$ cat src/rtl/id_stage_pipe_if.sv
// Signal bundle between the IF/ID register, the writeback port, the ID stage and EX.
// The master modport is the surrounding pipeline; the slave modport is the ID stage.
interface id_stage_pipe_if #(
  parameter int DATA_W = 16,
  parameter int REG_AW = 4
);
  logic              if_valid;
  logic [15:0]       if_instr;
  logic [DATA_W-1:0] if_pc;
  logic              wb_we;
  logic [REG_AW-1:0] wb_addr;
  logic [DATA_W-1:0] wb_data;
  logic [2:0]        flags;
  logic              stall;
  logic              branch_take;
  logic [DATA_W-1:0] branch_target;
  logic              halted;
  logic              idex_valid;
  logic [DATA_W-1:0] idex_pc;
  logic [DATA_W-1:0] idex_rs_data;
  logic [DATA_W-1:0] idex_rt_data;
  logic [REG_AW-1:0] idex_rs;
  logic [REG_AW-1:0] idex_rt;
  logic [REG_AW-1:0] idex_rd;
  logic [DATA_W-1:0] idex_imm;
  logic [6:0]        idex_ex_ctrl;
  logic [1:0]        idex_mem_ctrl;
  logic [1:0]        idex_wb_ctrl;

  modport master (
    output if_valid, if_instr, if_pc, wb_we, wb_addr, wb_data, flags,
    input  stall, branch_take, branch_target, halted, idex_valid, idex_pc,
           idex_rs_data, idex_rt_data, idex_rs, idex_rt, idex_rd, idex_imm,
           idex_ex_ctrl, idex_mem_ctrl, idex_wb_ctrl
  );

  modport slave (
    input  if_valid, if_instr, if_pc, wb_we, wb_addr, wb_data, flags,
    output stall, branch_take, branch_target, halted, idex_valid, idex_pc,
           idex_rs_data, idex_rt_data, idex_rs, idex_rt, idex_rd, idex_imm,
           idex_ex_ctrl, idex_mem_ctrl, idex_wb_ctrl
  );
endinterface

$ cat src/rtl/id_stage_pipe.sv
// WISC pipelined decode stage: register file with write-through, decode, in-ID branch
// resolution, load-use / branch hazard stalls, registered ID/EX outputs and sticky halt.
module id_stage_pipe #(
  parameter int DATA_W = 16,
  parameter int NREG   = 16,
  parameter int REG_AW = 4
) (
  input logic           clk,
  input logic           rst_n,
  id_stage_pipe_if.slave bus
);

  localparam logic [3:0] OP_LW  = 4'h8;
  localparam logic [3:0] OP_SW  = 4'h9;
  localparam logic [3:0] OP_LLB = 4'hA;
  localparam logic [3:0] OP_LHB = 4'hB;
  localparam logic [3:0] OP_B   = 4'hC;
  localparam logic [3:0] OP_BR  = 4'hD;
  localparam logic [3:0] OP_HLT = 4'hF;

  logic [DATA_W-1:0] regs_r [NREG];

  logic [3:0]        op_s;
  logic              regwrite_s;
  logic              memread_s;
  logic              memwrite_s;
  logic              memtoreg_s;
  logic              alusrc_s;
  logic              regdst_s;
  logic              pcs_s;
  logic              is_branch_s;
  logic              is_hlt_s;
  logic [REG_AW-1:0] rs_s;
  logic [REG_AW-1:0] rt_s;
  logic [REG_AW-1:0] rd_s;
  logic [DATA_W-1:0] rs_data_s;
  logic [DATA_W-1:0] rt_data_s;
  logic [DATA_W-1:0] imm_s;
  logic [DATA_W-1:0] br_off_s;
  logic [6:0]        ex_ctrl_s;
  logic [1:0]        mem_ctrl_s;
  logic [1:0]        wb_ctrl_s;
  logic              cond_s;
  logic              idex_flag_wr_s;
  logic              load_use_s;
  logic              br_stall_s;
  logic              stall_s;
  logic              take_s;
  logic [DATA_W-1:0] target_s;
  logic              issue_s;

  logic              idex_valid_r;
  logic [DATA_W-1:0] idex_pc_r;
  logic [DATA_W-1:0] idex_rs_data_r;
  logic [DATA_W-1:0] idex_rt_data_r;
  logic [REG_AW-1:0] idex_rs_r;
  logic [REG_AW-1:0] idex_rt_r;
  logic [REG_AW-1:0] idex_rd_r;
  logic [DATA_W-1:0] idex_imm_r;
  logic [6:0]        idex_ex_ctrl_r;
  logic [1:0]        idex_mem_ctrl_r;
  logic [1:0]        idex_wb_ctrl_r;
  logic              halted_r;

  assign op_s = bus.if_instr[15:12];

  // Main control decode from the opcode.
  always_comb begin
    regwrite_s = 1'b0;
    memread_s  = 1'b0;
    memwrite_s = 1'b0;
    memtoreg_s = 1'b0;
    alusrc_s   = 1'b0;
    regdst_s   = 1'b0;
    pcs_s      = 1'b0;
    case (op_s)
      4'h0, 4'h1, 4'h2, 4'h3, 4'h7: begin
        regwrite_s = 1'b1;
        regdst_s   = 1'b1;
      end
      4'h4, 4'h5, 4'h6, OP_LLB, OP_LHB: begin
        regwrite_s = 1'b1;
        alusrc_s   = 1'b1;
      end
      OP_LW: begin
        regwrite_s = 1'b1;
        alusrc_s   = 1'b1;
        memread_s  = 1'b1;
        memtoreg_s = 1'b1;
      end
      OP_SW: begin
        alusrc_s   = 1'b1;
        memwrite_s = 1'b1;
      end
      4'hE: begin
        regwrite_s = 1'b1;
        pcs_s      = 1'b1;
      end
      default: begin
        regwrite_s = 1'b0;
      end
    endcase
  end

  assign is_branch_s = (op_s == OP_B) || (op_s == OP_BR);
  assign is_hlt_s    = (op_s == OP_HLT);

  // Register field selection and immediate extension.
  always_comb begin
    rd_s = REG_AW'(bus.if_instr[11:8]);
    if ((op_s == OP_LLB) || (op_s == OP_LHB)) begin
      rs_s = REG_AW'(bus.if_instr[11:8]);
    end else begin
      rs_s = REG_AW'(bus.if_instr[7:4]);
    end
    if (op_s == OP_SW) begin
      rt_s = REG_AW'(bus.if_instr[11:8]);
    end else begin
      rt_s = REG_AW'(bus.if_instr[3:0]);
    end
    if ((op_s == OP_LW) || (op_s == OP_SW)) begin
      imm_s = {{(DATA_W-5){bus.if_instr[3]}}, bus.if_instr[3:0], 1'b0};
    end else if ((op_s == OP_LLB) || (op_s == OP_LHB)) begin
      imm_s = {{(DATA_W-8){1'b0}}, bus.if_instr[7:0]};
    end else begin
      imm_s = {{(DATA_W-4){bus.if_instr[3]}}, bus.if_instr[3:0]};
    end
    br_off_s = {{(DATA_W-10){bus.if_instr[8]}}, bus.if_instr[8:0], 1'b0};
  end

  // Register file reads; a same-cycle write to the same non-zero register bypasses.
  always_comb begin
    if (rs_s == '0) begin
      rs_data_s = '0;
    end else if (bus.wb_we && (bus.wb_addr == rs_s)) begin
      rs_data_s = bus.wb_data;
    end else begin
      rs_data_s = regs_r[rs_s];
    end
    if (rt_s == '0) begin
      rt_data_s = '0;
    end else if (bus.wb_we && (bus.wb_addr == rt_s)) begin
      rt_data_s = bus.wb_data;
    end else begin
      rt_data_s = regs_r[rt_s];
    end
  end

  // Branch condition from {Z,V,N}.
  always_comb begin
    case (bus.if_instr[11:9])
      3'b000:  cond_s = ~bus.flags[2];
      3'b001:  cond_s = bus.flags[2];
      3'b010:  cond_s = ~bus.flags[2] & ~bus.flags[0];
      3'b011:  cond_s = bus.flags[0];
      3'b100:  cond_s = bus.flags[2] | (~bus.flags[2] & ~bus.flags[0]);
      3'b101:  cond_s = bus.flags[0] | bus.flags[2];
      3'b110:  cond_s = bus.flags[1];
      3'b111:  cond_s = 1'b1;
      default: cond_s = 1'b0;
    endcase
  end

  // Does the instruction now in EX update the flags a branch would test?
  always_comb begin
    case (idex_ex_ctrl_r[3:0])
      4'h0, 4'h1, 4'h2, 4'h4, 4'h5, 4'h6: idex_flag_wr_s = idex_valid_r;
      default:                             idex_flag_wr_s = 1'b0;
    endcase
  end

  // Hazard detection, stall and redirect.
  always_comb begin
    load_use_s = idex_valid_r && idex_mem_ctrl_r[1] && (idex_rd_r != '0) &&
                 ((idex_rd_r == rs_s) ||
                  ((regdst_s || memwrite_s) && (idex_rd_r == rt_s)));
    br_stall_s = (is_branch_s && idex_flag_wr_s) ||
                 ((op_s == OP_BR) && idex_valid_r && idex_wb_ctrl_r[0] &&
                  (rs_s != '0) && (idex_rd_r == rs_s));
    stall_s    = (bus.if_valid && (load_use_s || br_stall_s)) || halted_r;
    take_s     = bus.if_valid && !stall_s && !halted_r && is_branch_s && cond_s;
    issue_s    = bus.if_valid && !stall_s;
    if (op_s == OP_B) begin
      target_s = bus.if_pc + br_off_s;
    end else begin
      target_s = rs_data_s;
    end
  end

  // HLT travels down the pipe as a valid slot with no control asserted.
  always_comb begin
    if (is_hlt_s) begin
      ex_ctrl_s  = 7'b0000000;
      mem_ctrl_s = 2'b00;
      wb_ctrl_s  = 2'b00;
    end else begin
      ex_ctrl_s  = {pcs_s, alusrc_s, regdst_s, op_s};
      mem_ctrl_s = {memread_s, memwrite_s};
      wb_ctrl_s  = {memtoreg_s, regwrite_s};
    end
  end

  // Register file write port; R0 is never written.
  always_ff @(posedge clk or negedge rst_n) begin
    if (!rst_n) begin
      for (int i = 0; i < NREG; i++) begin
        regs_r[i] <= '0;
      end
    end else if (bus.wb_we && (bus.wb_addr != '0)) begin
      regs_r[bus.wb_addr] <= bus.wb_data;
    end
  end

  // ID/EX pipeline register: capture on issue, otherwise load a zeroed bubble.
  always_ff @(posedge clk or negedge rst_n) begin
    if (!rst_n) begin
      idex_valid_r    <= 1'b0;
      idex_pc_r       <= '0;
      idex_rs_data_r  <= '0;
      idex_rt_data_r  <= '0;
      idex_rs_r       <= '0;
      idex_rt_r       <= '0;
      idex_rd_r       <= '0;
      idex_imm_r      <= '0;
      idex_ex_ctrl_r  <= 7'b0000000;
      idex_mem_ctrl_r <= 2'b00;
      idex_wb_ctrl_r  <= 2'b00;
    end else if (issue_s) begin
      idex_valid_r    <= 1'b1;
      idex_pc_r       <= bus.if_pc;
      idex_rs_data_r  <= rs_data_s;
      idex_rt_data_r  <= rt_data_s;
      idex_rs_r       <= rs_s;
      idex_rt_r       <= rt_s;
      idex_rd_r       <= rd_s;
      idex_imm_r      <= imm_s;
      idex_ex_ctrl_r  <= ex_ctrl_s;
      idex_mem_ctrl_r <= mem_ctrl_s;
      idex_wb_ctrl_r  <= wb_ctrl_s;
    end else begin
      idex_valid_r    <= 1'b0;
      idex_pc_r       <= '0;
      idex_rs_data_r  <= '0;
      idex_rt_data_r  <= '0;
      idex_rs_r       <= '0;
      idex_rt_r       <= '0;
      idex_rd_r       <= '0;
      idex_imm_r      <= '0;
      idex_ex_ctrl_r  <= 7'b0000000;
      idex_mem_ctrl_r <= 2'b00;
      idex_wb_ctrl_r  <= 2'b00;
    end
  end

  // Sticky halt, cleared only by reset.
  always_ff @(posedge clk or negedge rst_n) begin
    if (!rst_n) begin
      halted_r <= 1'b0;
    end else if (issue_s && is_hlt_s) begin
      halted_r <= 1'b1;
    end
  end

  assign bus.stall         = stall_s;
  assign bus.branch_take   = take_s;
  assign bus.branch_target = target_s;
  assign bus.halted        = halted_r;
  assign bus.idex_valid    = idex_valid_r;
  assign bus.idex_pc       = idex_pc_r;
  assign bus.idex_rs_data  = idex_rs_data_r;
  assign bus.idex_rt_data  = idex_rt_data_r;
  assign bus.idex_rs       = idex_rs_r;
  assign bus.idex_rt       = idex_rt_r;
  assign bus.idex_rd       = idex_rd_r;
  assign bus.idex_imm      = idex_imm_r;
  assign bus.idex_ex_ctrl  = idex_ex_ctrl_r;
  assign bus.idex_mem_ctrl = idex_mem_ctrl_r;
  assign bus.idex_wb_ctrl  = idex_wb_ctrl_r;

endmodule

$ cat src/flat_wrapper.sv
// flat-port wrapper written by rule: the top's interface ports become plain ports
module id_stage_pipe_flat 
#(
  parameter int DATA_W = 16,
  parameter int NREG   = 16,
  parameter int REG_AW = 4
)
  (clk, rst_n, bus_if_valid, bus_if_instr, bus_if_pc, bus_wb_we, bus_wb_addr, bus_wb_data, bus_flags, bus_stall, bus_branch_take, bus_branch_target, bus_halted, bus_idex_valid, bus_idex_pc, bus_idex_rs_data, bus_idex_rt_data, bus_idex_rs, bus_idex_rt, bus_idex_rd, bus_idex_imm, bus_idex_ex_ctrl, bus_idex_mem_ctrl, bus_idex_wb_ctrl);
  id_stage_pipe_if #(.DATA_W(DATA_W), .REG_AW(REG_AW)) bus_i ();
  input logic clk;
  input logic rst_n;
  input wire logic [$bits(bus_i.if_valid)-1:0] bus_if_valid;
  input wire logic [$bits(bus_i.if_instr)-1:0] bus_if_instr;
  input wire logic [$bits(bus_i.if_pc)-1:0] bus_if_pc;
  input wire logic [$bits(bus_i.wb_we)-1:0] bus_wb_we;
  input wire logic [$bits(bus_i.wb_addr)-1:0] bus_wb_addr;
  input wire logic [$bits(bus_i.wb_data)-1:0] bus_wb_data;
  input wire logic [$bits(bus_i.flags)-1:0] bus_flags;
  output wire logic [$bits(bus_i.stall)-1:0] bus_stall;
  output wire logic [$bits(bus_i.branch_take)-1:0] bus_branch_take;
  output wire logic [$bits(bus_i.branch_target)-1:0] bus_branch_target;
  output wire logic [$bits(bus_i.halted)-1:0] bus_halted;
  output wire logic [$bits(bus_i.idex_valid)-1:0] bus_idex_valid;
  output wire logic [$bits(bus_i.idex_pc)-1:0] bus_idex_pc;
  output wire logic [$bits(bus_i.idex_rs_data)-1:0] bus_idex_rs_data;
  output wire logic [$bits(bus_i.idex_rt_data)-1:0] bus_idex_rt_data;
  output wire logic [$bits(bus_i.idex_rs)-1:0] bus_idex_rs;
  output wire logic [$bits(bus_i.idex_rt)-1:0] bus_idex_rt;
  output wire logic [$bits(bus_i.idex_rd)-1:0] bus_idex_rd;
  output wire logic [$bits(bus_i.idex_imm)-1:0] bus_idex_imm;
  output wire logic [$bits(bus_i.idex_ex_ctrl)-1:0] bus_idex_ex_ctrl;
  output wire logic [$bits(bus_i.idex_mem_ctrl)-1:0] bus_idex_mem_ctrl;
  output wire logic [$bits(bus_i.idex_wb_ctrl)-1:0] bus_idex_wb_ctrl;
  assign bus_i.if_valid = bus_if_valid;
  assign bus_i.if_instr = bus_if_instr;
  assign bus_i.if_pc = bus_if_pc;
  assign bus_i.wb_we = bus_wb_we;
  assign bus_i.wb_addr = bus_wb_addr;
  assign bus_i.wb_data = bus_wb_data;
  assign bus_i.flags = bus_flags;
  assign bus_stall = bus_i.stall;
  assign bus_branch_take = bus_i.branch_take;
  assign bus_branch_target = bus_i.branch_target;
  assign bus_halted = bus_i.halted;
  assign bus_idex_valid = bus_i.idex_valid;
  assign bus_idex_pc = bus_i.idex_pc;
  assign bus_idex_rs_data = bus_i.idex_rs_data;
  assign bus_idex_rt_data = bus_i.idex_rt_data;
  assign bus_idex_rs = bus_i.idex_rs;
  assign bus_idex_rt = bus_i.idex_rt;
  assign bus_idex_rd = bus_i.idex_rd;
  assign bus_idex_imm = bus_i.idex_imm;
  assign bus_idex_ex_ctrl = bus_i.idex_ex_ctrl;
  assign bus_idex_mem_ctrl = bus_i.idex_mem_ctrl;
  assign bus_idex_wb_ctrl = bus_i.idex_wb_ctrl;
  id_stage_pipe #(.DATA_W(DATA_W), .NREG(NREG), .REG_AW(REG_AW)) u_core (.clk(clk), .rst_n(rst_n), .bus(bus_i));
endmodule
$ cat config.mk
export PLATFORM = sky130hd
export DESIGN_NAME = id_stage_pipe_flat
export DESIGN_NICKNAME = d
export VERILOG_FILES = /design/src/rtl/id_stage_pipe_if.sv /design/src/rtl/id_stage_pipe.sv /design/src/flat_wrapper.sv
export SDC_FILE = /design/constraint.sdc
export NUM_CORES = 1
export LEC_CHECK = 0
export CORE_ASPECT_RATIO = 0.5
export CORE_MARGIN = 10
export CORE_UTILIZATION = 59
export CTS_CLUSTER_SIZE = 25
export DETAILED_ROUTE_END_ITERATION = 8
export GPL_ROUTABILITY_DRIVEN = 0
export PLACE_DENSITY = 0.93
export REMOVE_ABC_BUFFERS = 1
export SLEW_MARGIN = 20
export SYNTH_ARGS = -nofsm -noshare
export SYNTH_HDL_FRONTEND = slang
export SYNTH_SLANG_ARGS = --single-unit
$ cat constraint.sdc
create_clock -name clk -period 3.9 [get_ports clk]
set_clock_uncertainty 0.05 [all_clocks]
set_input_delay 0.585 -clock clk [delete_from_list [all_inputs] [get_ports clk]]
set_output_delay 0.585 -clock clk [all_outputs]
set_load 0.005 [all_outputs]
==> flow_summary_export.csv, run 1 <==
group,metric,value,unit
synthesis,synth_fa_ha_area_share,1.062,%
clock_network,clockBufferDepth,3,
synthesis,synthMostInstantiatedCell,"nand2_1",
clock_network,numCtsBuffers,30,
synthesis,synth_compound_area_share,8.281,%
synthesis,netlist_top_cells_area,"dfrtp_1, mux2_2, nand2_1",
global_route,grt.total_usage,69.63,%
place,portBuffers,165,
synthesis,synth_top_cell_by_area,"dfrtp_1",
die,dieHeight,144.8,um
outcome,stop_error,"[ERROR GRT-0232] Routing congestion too high. Check the congestion heatmap in the GUI.",
die,rows,45,
place,place_hpwl,43840,um
synthesis,synth_simple_gate_area_share,17.79,%
synthesis,synth_mux_area_share,21.42,%
synthesis,synth_top_area_share,45.90,%
clock_network,cts_sinks,337,
outcome,status,"did not finish",
place,dpl_cell_area,21540,um2
place,pre_cts_ws,-0.6313,ns
synthesis,synthFlopType,"dfrtp_1",
synthesis,synth_top_family_by_area,"multiplexers",
synthesis,synth-edff-count,0,
synthesis,synthCells,1796,
global_route,grt_max_degree,101,
synthesis,netlist_top_cells_count,"nand2_1, dfrtp_1, mux2_2, nand3_1, clkbuf_1",
sta,worst-ep-kind,"primary output",
synthesis,synthArstFlopShare,100.0,%
die,pin_count,166,
synthesis,yosysUniqueCellTypes,73,
synthesis,avgSynthCellArea,10.23,um2
clock_network,cts-root-buf,"clkbuf_16",
synthesis,syn_area,18370,um2
clock_network,cts.htree.levels,1,
sta,grt-worst-endpoint,"bus_branch_target[7]",
synthesis,synth_warnings,0,
synthesis,ys_ff_latch,337,
die,start_util,60.21,%
outcome,haltStage,"global routing (5_1_grt)",
die,die_w,269.6,um
synthesis,synth_xor_area_share,1.049,%
synthesis,ys_seq_area_share,45.90,%
global_route,overflow,90,
-- kinds of logic after synthesis --
kind of cell / count (synthesis)
simple gates: 721
mux: 350
flops: 337
buf+inv: 180
compound gates: 171
xor+xnor: 22
fa+ha+maj: 15
-- per-stage QoR --
stage                     setup TNS [ns]  utilization (%)  instances
after floorplan                  -139.35                -       1632
after global placement            -10.01            70.58       2405
after detailed placement          -15.19            70.59       2405
after CTS                              0            76.09       2507
-- layer usage --
layer | overflow | global-route usage [%]
met1 | 5 | 65.59
met2 | 48 | 82.35
met3 | 6 | 67.52
met4 | 30 | 60.31
met5 | 1 | 53.53
-- timing repair --
item / CTS
gates resized for setup: 110
setup buffers: 43
hold buffers: 1
setup endpoints to repair: 18
gates cloned: 4
endpoints found under the hold margin: 10
pin swaps: 23
==> run 2: changes to the inputs <==
Settings changed: CORE_ASPECT_RATIO 0.5 to not set, CORE_UTILIZATION 59 to 40, CTS_CLUSTER_SIZE 25 to not set, PLACE_DENSITY 0.93 to not set, PLACE_DENSITY_LB_ADDON set to 0.15.
==> run 2 against run 1 <==
Effect of this change:
- synthesized cell count did not move
- the flow now finishes without violations
- synthesized area did not move
==> flow_summary_export.csv, run 2 <==
group,metric,value,unit
die,core_area,45380,um2
cells_and_area,drive_above_1_share,31.64,%
sta,post-route-min-period,3.817,ns
place,place_hpwl,43340,um
place,pre_cts_ws,-0.6201,ns
route,vias_per_cell,5.747,
cells_and_area,num-fill-cells,4007,
sta,tightest_slew,0.8791,ns
clock_network,cts.htree.levels,2,
synthesis,ys_ff_latch,337,
sta,period_share,97.87,%
route,drcViolationCount,0,
synthesis,netlist_top_cells_area,"dfrtp_1, mux2_2, nand2_1",
clock_network,cts_tree,"built",
synthesis,synthCells,1796,
cells_and_area,final_cell_mix,"nand2_1, dfrtp_1, mux2_2, buf_4, nand3_1",
synthesis,avgSynthCellArea,10.23,um2
pwr,finalPower,10.74,mW
cells_and_area,regArea,8433,um2
clock_network,cts_sinks,337,
critical_path,cp-start-kind,"primary input",
global_route,grt.total_usage,24.08,%
cells_and_area,diodes,0,
die,die_w,234.3,um
critical_path,required,3.26,ns
sta,fin_hold_ws,0.3482,ns
synthesis,netlist_top_cells_count,"nand2_1, dfrtp_1, mux2_2, nand3_1, clkbuf_1",
synthesis,synth_top_area_share,45.90,%
synthesis,synthArstFlopShare,100.0,%
route,drtAntennaViolNets,0,
critical_path,end_kind,"output pin",
global_route,grt_max_degree,78,
cells_and_area,syn_to_final_growth,30.37,%
place,dpl_cell_area,22050,um2
global_route,grt_antenna_before_repair,0,
route,finalWirelength,66860,um
cells_and_area,final_common_cell,"nand2_1",
sta,hold_viol,0,
global_route,grt_pass1_vias,15610,
cells_and_area,final_cells,2705,
synthesis,synth_warnings,0,
cells_and_area,largest_register_ffs,256,
pwr,p_leak,10.40,nW
route,first_pass_iters,7,
sta,max_slew_margin,41.39,%
clock_network,clock_latency,0.58,ns
sta,finalSetupViolCount,0,
die,dieHeight,234.3,um
critical_path,worstPathArrival,3.18,ns
global_route,grt_pass1_wl,99870,um
synthesis,synthFlopType,"dfrtp_1",
pwr,peakVddDrop,0.2584,mV
sta,grt_setup_unrepaired,"no",
critical_path,crit_type,"in -> out",
synthesis,syn_area,18370,um2
global_route,overflow,0,
clock_network,numCtsBuffers,39,
synthesis,ys_seq_area_share,45.90,%
route,vias,15550,
hold_path,hold_path.class,"in -> reg",
die,dieArea,54900,um2
sta,clock.fmax,262.0,MHz
synthesis,synthMostInstantiatedCell,"nand2_1",
sta,worst_slack,0.08301,ns
die,pin_count,166,
route,wl_per_cell,24.72,um
die,rows,78,
clock_network,clkTransAtPathRegs,0.05,ns
clock_network,cts-root-buf,"clkbuf_16",
synthesis,synth_top_cell_by_area,"dfrtp_1",
critical_path,rrSetupSlack,0.92,ns
cells_and_area,final_cell_area,23950,um2
pwr,pwr_density_cell,448.5,nW/um2
run,maxCapViolations,0,
die,start_util,40.49,%
sta,drv_slew,0,
outcome,status,"finished clean",
cells_and_area,multiInputGateArea,9412,um2
cells_and_area,top_register,"u_core.regs_r",
clock_network,clockBufferDepth,3,
synthesis,yosysUniqueCellTypes,73,
place,post-place-cells,2599,
synthesis,synth-edff-count,0,
cells_and_area,fin_nets,2149,
critical_path,path_max_fanout,8,
place,portBuffers,165,
route,first_iter_violations,1506,
[run 2: cell counts after synthesis]
No cell type changed its count.
[run 2: area by class of cell]
class / count / area share [%]
Multi-Input combinational cell: 1279 / 39.29
Sequential cell: 337 / 35.21
Timing Repair Buffer: 402 / 16.76
Clock buffer: 54 / 4.686
Tap cell: 600 / 3.134
Clock inverter: 17 / 0.6738
Inverter: 16 / 0.2507
[run 2: routing by layer]
metal,up-vias,wire [um],global-route usage (%)
met5,-,0,0
met3,154,5091,4.109
li1,6958,-,-
met2,674,30620,38.32
met1,7760,28480,32.01
met4,0,2667,10.03
[run 2: path summary, 6_finish.rpt]
kind / from / end / cells past startpoint
max in group asynchronous: rst_n / u_core.regs_r[173] / 3
worst max-delay path: bus_if_instr[15] / bus_branch_target[5] / 13
worst min register to register: u_core.regs_r[247] / u_core.regs_r[247] / 0
min in group asynchronous: rst_n / u_core.bus.halted / 2
worst min-delay path: bus_if_pc[1] / u_core.bus.idex_pc[1] / 2
worst max register to register: u_core.bus.idex_rd[1] / u_core.bus.idex_ex_ctrl[2] / 11
[run 2: cell families after synthesis]
| family | synth area share (%) |
|---|---|
| AND/OR/NAND/NOR | 17.80 |
| multiplexers | 21.42 |
| flip-flops | 45.90 |
| buffers and inverters | 4.495 |
| AO/OA/AOI/OAI | 8.281 |
| XOR/XNOR | 1.049 |
| adder cells (fa/ha/maj) | 1.062 |
[run 2: power by group]
| group | total [mW] | internal (mW) | switching, mW |
|---|---|---|---|
| clock network | 3.70 | 2.16 | 1.55 |
| logic | 2.47 | 1.27 | 1.20 |
| registers | 4.57 | 4.08 | 0.484 |
| total | 10.7 | 7.51 | 3.23 |
[run 2: what timing repair did]
| action | CTS | global route |
|---|---|---|
| gates resized for setup | 114 | 17 |
| hold buffers | 1 | 0 |
| pin swaps | 25 | 8 |
| hold endpoints to repair | 45 | 0 |
| gates cloned | 1 | 1 |
| setup buffers | 30 | 6 |
| endpoints found under the setup margin | 18 | 18 |
[run 2: worst max-delay path, cell delays in order]
cell and delay (ns):
dlygate4sd2_1 0.25, and3b_2 0.31, buf_4 0.17, buf_4 0.13
mux2i_4 0.20, nor2_4 0.36, buf_4 0.23, a32o_1 0.17
nor3_2 0.05, a221oi_2 0.20, buf_4 0.20, o21ai_1 0.08
clkdlybuf4s15_1 0.22
[run 2: stage by stage]
stage | util [%] | setup TNS (ns)
after floorplan | - | -139.35
after global placement | 48.60 | -11.91
after detailed placement | 48.60 | -12.34
after CTS | 52.60 | 0
after global routing | 52.78 | 0
final | 52.78 | 0
(Power assumes the default switching activity.)
==> patch 1, RTL diff (settings of run 2) <==
`REG_AW` is set to 4 in 3 places; all go to 2.
--- a/src/rtl/id_stage_pipe_if.sv
+++ b/src/rtl/id_stage_pipe_if.sv
@@ -3,5 +3,5 @@
 interface id_stage_pipe_if #(
   parameter int DATA_W = 16,
-  parameter int REG_AW = 4
+  parameter int REG_AW = 2
 );
   logic              if_valid;
--- a/src/rtl/id_stage_pipe.sv
+++ b/src/rtl/id_stage_pipe.sv
@@ -4,5 +4,5 @@
   parameter int DATA_W = 16,
   parameter int NREG   = 16,
-  parameter int REG_AW = 4
+  parameter int REG_AW = 2
 ) (
   input logic           clk,
--- a/src/flat_wrapper.sv
+++ b/src/flat_wrapper.sv
@@ -4,5 +4,5 @@
   parameter int DATA_W = 16,
   parameter int NREG   = 16,
-  parameter int REG_AW = 4
+  parameter int REG_AW = 2
 )
   (clk, rst_n, bus_if_valid, bus_if_instr, bus_if_pc, bus_wb_we, bus_wb_addr, bus_wb_data, bus_flags, bus_stall, bus_branch_take, bus_branch_target, bus_halted, bus_idex_valid, bus_idex_pc, bus_idex_rs_data, bus_idex_rt_data, bus_idex_rs, bus_idex_rt, bus_idex_rd, bus_idex_imm, bus_idex_ex_ctrl, bus_idex_mem_ctrl, bus_idex_wb_ctrl);
Ports: changed (resized bus_idex_rd, bus_idex_rs, bus_idex_rt and bus_wb_addr); port bits go from 166 to 158. The function was not compared with the original's and may differ.
==> patch 1 against run 2 <==
Design area down 58%. Non-clock buffer count down 167. Power down 62%. Sequential cell count down 198. Area after synthesis down 61%. Clock power down 60%. Wire length down 67%. Worst setup slack better by 0.015 ns. Synthesized cell count down 61%. Critical path type unchanged. Largest cell class is now registers. Largest power group unchanged.
==> patch 1: results (changes against run 2) <==
| Metric | Value |
|---|---|
| Sw Ratio | `28.9% (-1.2 points)` |
| Fin nets | `955 (-56%)` |
| Worst Path Arrival | `3.17 ns (about the same)` |
| Register share of the cell area | `34.6% (-0.58 points)` |
| First-pass GRT wire length | `35200 um (-65%)` |
| Placeable Area | `17900 um2 (-61%)` |
| Signal inverters | `24 (+8)` |
| Skew-Pair Late Insertion Delay | `0.43 ns (-0.15 ns)` |
| Post-synth top cells | `dfrtp_1 (139), nor2_1 (91), nand2_1 (65)` |
| Clock network area share | `5.37% (+0.0093 points)` |
| Yosys Warn Count | `0 (unchanged)` |
| Leakage | `4.59 nW (-56%)` |
| Delay-heaviest family, CP | `buffers and inverters` |
| Slowest CP cell | `clkdlybuf4s50_1` |
| Largest Register | `u_core.regs_r` |
| Met3 WL | `1500 um (-71%)` |
| DR iter-0 viols | `314 (-79%)` |
| Final instance area | `10000 um2 (-58%)` |
| Max VDD drop | `0.308 mV (+19%)` |
| HPWL after DPL | `16000 um (-63%)` |
| IO Port Bufs | `157 (-4.8%)` |
| Max FFs per register | `64 (-75%)` |
| Fillers | `1530 (-62%)` |
| Commonest register cell after synthesis | `dfrtp_1` |
| Post-DP Area | `9350 um2 (-58%)` |
| Clkbuf count | `19 (-65%)` |
| Pre-CTS WS | `-0.208 ns (+0.412 ns)` |
| Hold Path Class | `in -> async` |
| Max H-tree Level | `4 (+2)` |
| Clk slew on worst S/H paths | `0.06 ns` |
| Multi-input logic area | `3450 um2 (-63%)` |
| Status | `finished clean` |
| Multi-In Gates | `466 (-64%)` |
| Synth async-reset ratio | `100% (unchanged)` |
| Root buf cell | `clkbuf_16` |
| Post-Syn Instances | `695 (-61%)` |
| Number of global-route vias before repair | `6271 (-60%)` |
| Final wirelength | `22200 um (-67%)` |
| Largest net degree at the start of global routing | `116 (+49%)` |
| Total track usage | `18.5% (-5.6 points)` |
| Number of non-clock buffers | `235 (-42%)` |
| FFs & Latches | `139 (-59%)` |
| Largest stage delay, worst path | `0.50 ns (+0.14 ns)` |
| Number of diodes | `1 (+1)` |
| Worst Path Max Fanout | `11 (+3)` |
| Highest metal used | `met4` |
| Bufs on Longest Clock Path | `2 (-1)` |
| Layout cells sized above 1 | `23.2% (-8.4 points)` |
| First-pass detailed-route iteration total | `5 (-2)` |
| Initial antenna violation count | `1 (+1)` |
| Area contributors post-synth | `dfrtp_1 (48%), mux2_2 (7.9%), mux4_2 (5.0%)` |
| Vias | `6051 (-61%)` |
| Worst Tran Pin Value | `0.960 ns (+0.0811 ns)` |
| Fin cells | `1126 (-58%)` |
| WL met1 | `9840 um (-65%)` |
| Non-clock buffers, area share | `21.9% (+5.1 points)` |
| Met2 wire len | `10300 um (-66%)` |
| Seq/Total Area, Yosys | `48.0% (+2.1 points)` |
| Count of different cell masters after synthesis | `63 (-14%)` |
| TritonCTS Buffers | `17 (-56%)` |
-- patch 1: final timing paths --
| kind | to | from | depth (start not counted) | slack (ns) |
|---|---|---|---|---|
| min in group clk | u_core.regs_r[255]$_DFFE_PN0P_ | u_core.regs_r[255]$_DFFE_PN0P_ | 0 | 0.33 |
| hold reg to reg | u_core.regs_r[255]$_DFFE_PN0P_ | u_core.regs_r[255]$_DFFE_PN0P_ | 0 | 0.33 |
| max in group asynchronous | u_core.bus.idex_mem_ctrl[1]$_DFF_PN0_ | rst_n | 2 | 2.70 |
| setup reg to reg | u_core.bus.idex_rt_data[5]$_DFF_PN0_ | u_core.bus.idex_rd[1]$_DFF_PN0_ | 7 | 1.28 |
| setup / recovery | bus_stall | bus_if_instr[14] | 11 | 0.1 |
| hold / removal | u_core.bus.idex_pc[3]$_DFF_PN0_ | rst_n | 1 | 0.22 |
-- patch 1: what timing repair did --
action / in CTS / in global routing
setup endpoints to repair: 7 / 16
resized for setup: 10 / 30
endpoints found under the hold margin: 0 / 0
buffers inserted: 1 / 4
pin swaps: 3 / 7
-- patch 1: logic make-up after synthesis --
logic type	count (synthesis)	share of synthesized area, %
mux	93	16.8
flops	139	48.0
simple gates	243	15.7
fa+ha+maj	16	2.83
buf+inv	90	5.78
compound gates	95	8.61
xor+xnor	19	2.30
-- patch 1: power groups by stage --
stage | sequential (mW) | clock (mW) | combinational (mW)
floorplan | 1.67 | 0 | 0.464
global placement | 1.68 | 0 | 0.960
detailed placement | 1.69 | 0 | 0.976
CTS | 1.66 | 1.51 | 0.984
global route | 1.68 | 1.57 | 1.08
finish | 1.67 | 1.47 | 0.992
-- patch 1: layer usage --
metal / track usage (%) / up-vias
li1: - / 2810
met1: 24.2 / 2976
met2: 28.8 / 226
met3: 5.07 / 39
met4: 6.61 / 0
met5: 0 / -
==> patch 2, RTL diff (settings of run 2) <==
Without the edit above. Reset style: synchronous (`rst_n`), changed in 3 clocked blocks.
--- a/src/rtl/id_stage_pipe.sv
+++ b/src/rtl/id_stage_pipe.sv
@@ -202,5 +202,5 @@
 
   // Register file write port; R0 is never written.
-  always_ff @(posedge clk or negedge rst_n) begin
+  always_ff @(posedge clk) begin
     if (!rst_n) begin
       for (int i = 0; i < NREG; i++) begin
@@ -213,5 +213,5 @@
 
   // ID/EX pipeline register: capture on issue, otherwise load a zeroed bubble.
-  always_ff @(posedge clk or negedge rst_n) begin
+  always_ff @(posedge clk) begin
     if (!rst_n) begin
       idex_valid_r    <= 1'b0;
@@ -254,5 +254,5 @@
 
   // Sticky halt, cleared only by reset.
-  always_ff @(posedge clk or negedge rst_n) begin
+  always_ff @(posedge clk) begin
     if (!rst_n) begin
       halted_r <= 1'b0;
Function: changed (Yosys sat finds a counterexample within 4 cycles, from zero or initial values and one cycle with rst_n low; the reset may be asserted at any time).
==> patch 2 against run 2 <==
Wire length grew 5.5%. Clock power shrank 3%. Sequential cell count is the same. Power shrank 8.3%. Count of clock-buffer cells in the layout grew 2. Non-clock buffer count grew 47. Design area grew 2.0%. Area after synthesis grew 1.1%. Worst setup slack lost 0.038 ns. Fmax shrank 0.98%. Final cell count grew 1.7%. Critical path type unchanged. Largest power group unchanged. Highest routed layer unchanged.
==> patch 2: results (changes against run 2) <==
| Metric | Value |
|---|---|
| Total track usage | `24.5% (+0.40 points)` |
| Commonest register cell after synthesis | `edfxtp_1` |
| Status | `finished clean` |
| Per-cell routed wire length | `25.7 um (+3.8%)` |
| Largest Register | `u_core.regs_r` |
| Initial antenna violation count | `1 (+1)` |
| Leakage | `9.65 nW (-7.2%)` |
| Post-Syn Instances | `1763 (-1.8%)` |
| Number of global-route vias before repair | `15500 (-0.48%)` |
| Delay-heaviest family, CP | `buffers and inverters` |
| Final Hold Vio Count | `0 (unchanged)` |
| Post-synth EDFFs | `256 (+256)` |
| Post-synth top cells | `and2_1 (262), edfxtp_1 (256), nand2_1 (234)` |
| First-pass detailed-route iteration total | `6 (-1)` |
| WP data required | `3.26 ns (about the same)` |
| Fillers | `4076 (+1.7%)` |
| Clk slew on worst S/H paths | `0.05 ns (about the same)` |
| Max VDD drop | `0.285 mV (+10%)` |
| Layout cells sized above 1 | `21.5% (-10 points)` |
| Seq/Total Area, Yosys | `50.1% (+4.2 points)` |
| Count of different cell masters after synthesis | `76 (+4.1%)` |
| DR iter-0 viols | `1660 (+10%)` |
| Area contributors post-synth | `edfxtp_1 (41%), and2_1 (8.8%), dfxtp_1 (8.7%)` |
| Placed insts | `2655 (+2.2%)` |
| IO Port Bufs | `165 (unchanged)` |
| Largest stage delay, worst path | `0.45 ns (+0.09 ns)` |
| Largest net degree at the start of global routing | `59 (-24%)` |
| Fin nets | `2193 (+2.0%)` |
| Root buf cell | `clkbuf_16` |
| Slowest CP cell | `clkdlybuf4s50_1` |
| TritonCTS Buffers | `38 (-2.6%)` |
| Max FFs per register | `256 (unchanged)` |
| Max H-tree Level | `2 (unchanged)` |
| Drt via density | `5.75 (about the same)` |
| Yosys Warn Count | `0 (unchanged)` |
| Synth async-reset ratio | `0% (-100 points)` |
| First-pass GRT wire length | `103000 um (+3.0%)` |
| Pre-CTS WS | `-0.692 ns (-0.0720 ns)` |
| Final wirelength | `70600 um (+5.5%)` |
| Skew-Pair Late Insertion Delay | `0.58 ns (about the same)` |
| Slew HR | `27.2% (-14 points)` |
| HPWL after DPL | `49500 um (+14%)` |
| Worst Path Max Fanout | `6 (-2)` |
| Bufs on Longest Clock Path | `3 (unchanged)` |
## patch 2: changes by cell type in the layout (fill, tap and decap cells not counted), moves of 40 or more
| cell | before | now |
|---|---|---|
| nand2_1 | 388 | 233 |
| a21oi_1 | 18 | 73 |
| dfrtp_1 | 337 | 0 |
| nand3_1 | 137 | 69 |
| edfxtp_1 | 0 | 256 |
| and2_1 | 27 | 261 |
| a211oi_1 | 2 | 50 |
| dfxtp_1 | 0 | 81 |
| a32oi_1 | 40 | 0 |
| buf_4 | 180 | 243 |
| mux2_2 | 247 | 4 |
## patch 2: area by class of cell
| type | instances | share of cell area (%) |
|---|---|---|
| flip-flops and latches | 337 | 38.1 |
| multi-input cells | 1273 | 36.4 |
| repair buffers | 449 | 17.0 |
| clock buffers | 56 | 4.38 |
| well taps | 600 | 3.07 |
| clock inverters | 14 | 0.661 |
| inverters | 20 | 0.307 |
| diodes | 1 | 0.0102 |
## patch 2: path summary, 6_finish.rpt
path,startpoint,to,slack (ns),cells after the start
max,bus_if_instr[8],bus_branch_target[7],0.05,12
min,bus_if_instr[14],u_core.bus.idex_ex_ctrl[4]$_SDFF_PP0_,0.30,3
max reg2reg,u_core.bus.idex_rd[2]$_SDFF_PP0_,u_core.bus.idex_rt_data[2]$_SDFF_PP0_,1.35,7
min reg2reg,u_core.bus.halted$_SDFFE_PN0P_,u_core.bus.halted$_SDFFE_PN0P_,0.50,2
## patch 2: cells by family after synthesis
logic type      synth area share [%]
compound gates                  11.0
xor+xnor                        1.37
fa+ha+maj                       1.05
buf+inv                         4.28
flops                           50.1
mux                             11.0
other cells                   0.0202
simple gates                    21.2
## patch 2: repair_timing
action | CTS | global route
setup endpoints to repair | 18 | 15
setup buffers | 19 | 3
pin swaps | 21 | 16
cloned | 3 | 0
gates resized for setup | 88 | 37
## patch 2: where the power goes
group,switching [mW],total [mW],internal [mW]
Clock,1.53,3.60,2.06
Sequential,0.144,4.25,4.10
Combinational,1.06,2.01,0.948
## patch 2: worst min-delay path, stage by stage
cell and delay (ns):
buf_2 0.11, buf_4 0.12, a211oi_2 0.05
## patch 2: layer usage
metal | track usage, % | vias up | share of wire, %
li1 | - | 7116 | -
met1 | 31.3 | 7690 | 41
met2 | 40.1 | 831 | 46
met3 | 4.65 | 174 | 8.7
met4 | 9.78 | 0 | 4.1
met5 | 0 | - | 0
## patch 2: per-stage QoR
step           utilization [%]  instance area, um2
6_report                  53.5               24400
5_1_grt                   53.5               24400
3_5_place_dp              49.6               22600
2_1_floorplan                -               17900
3_3_place_gp              49.5               22600
4_1_cts                   53.3               24300
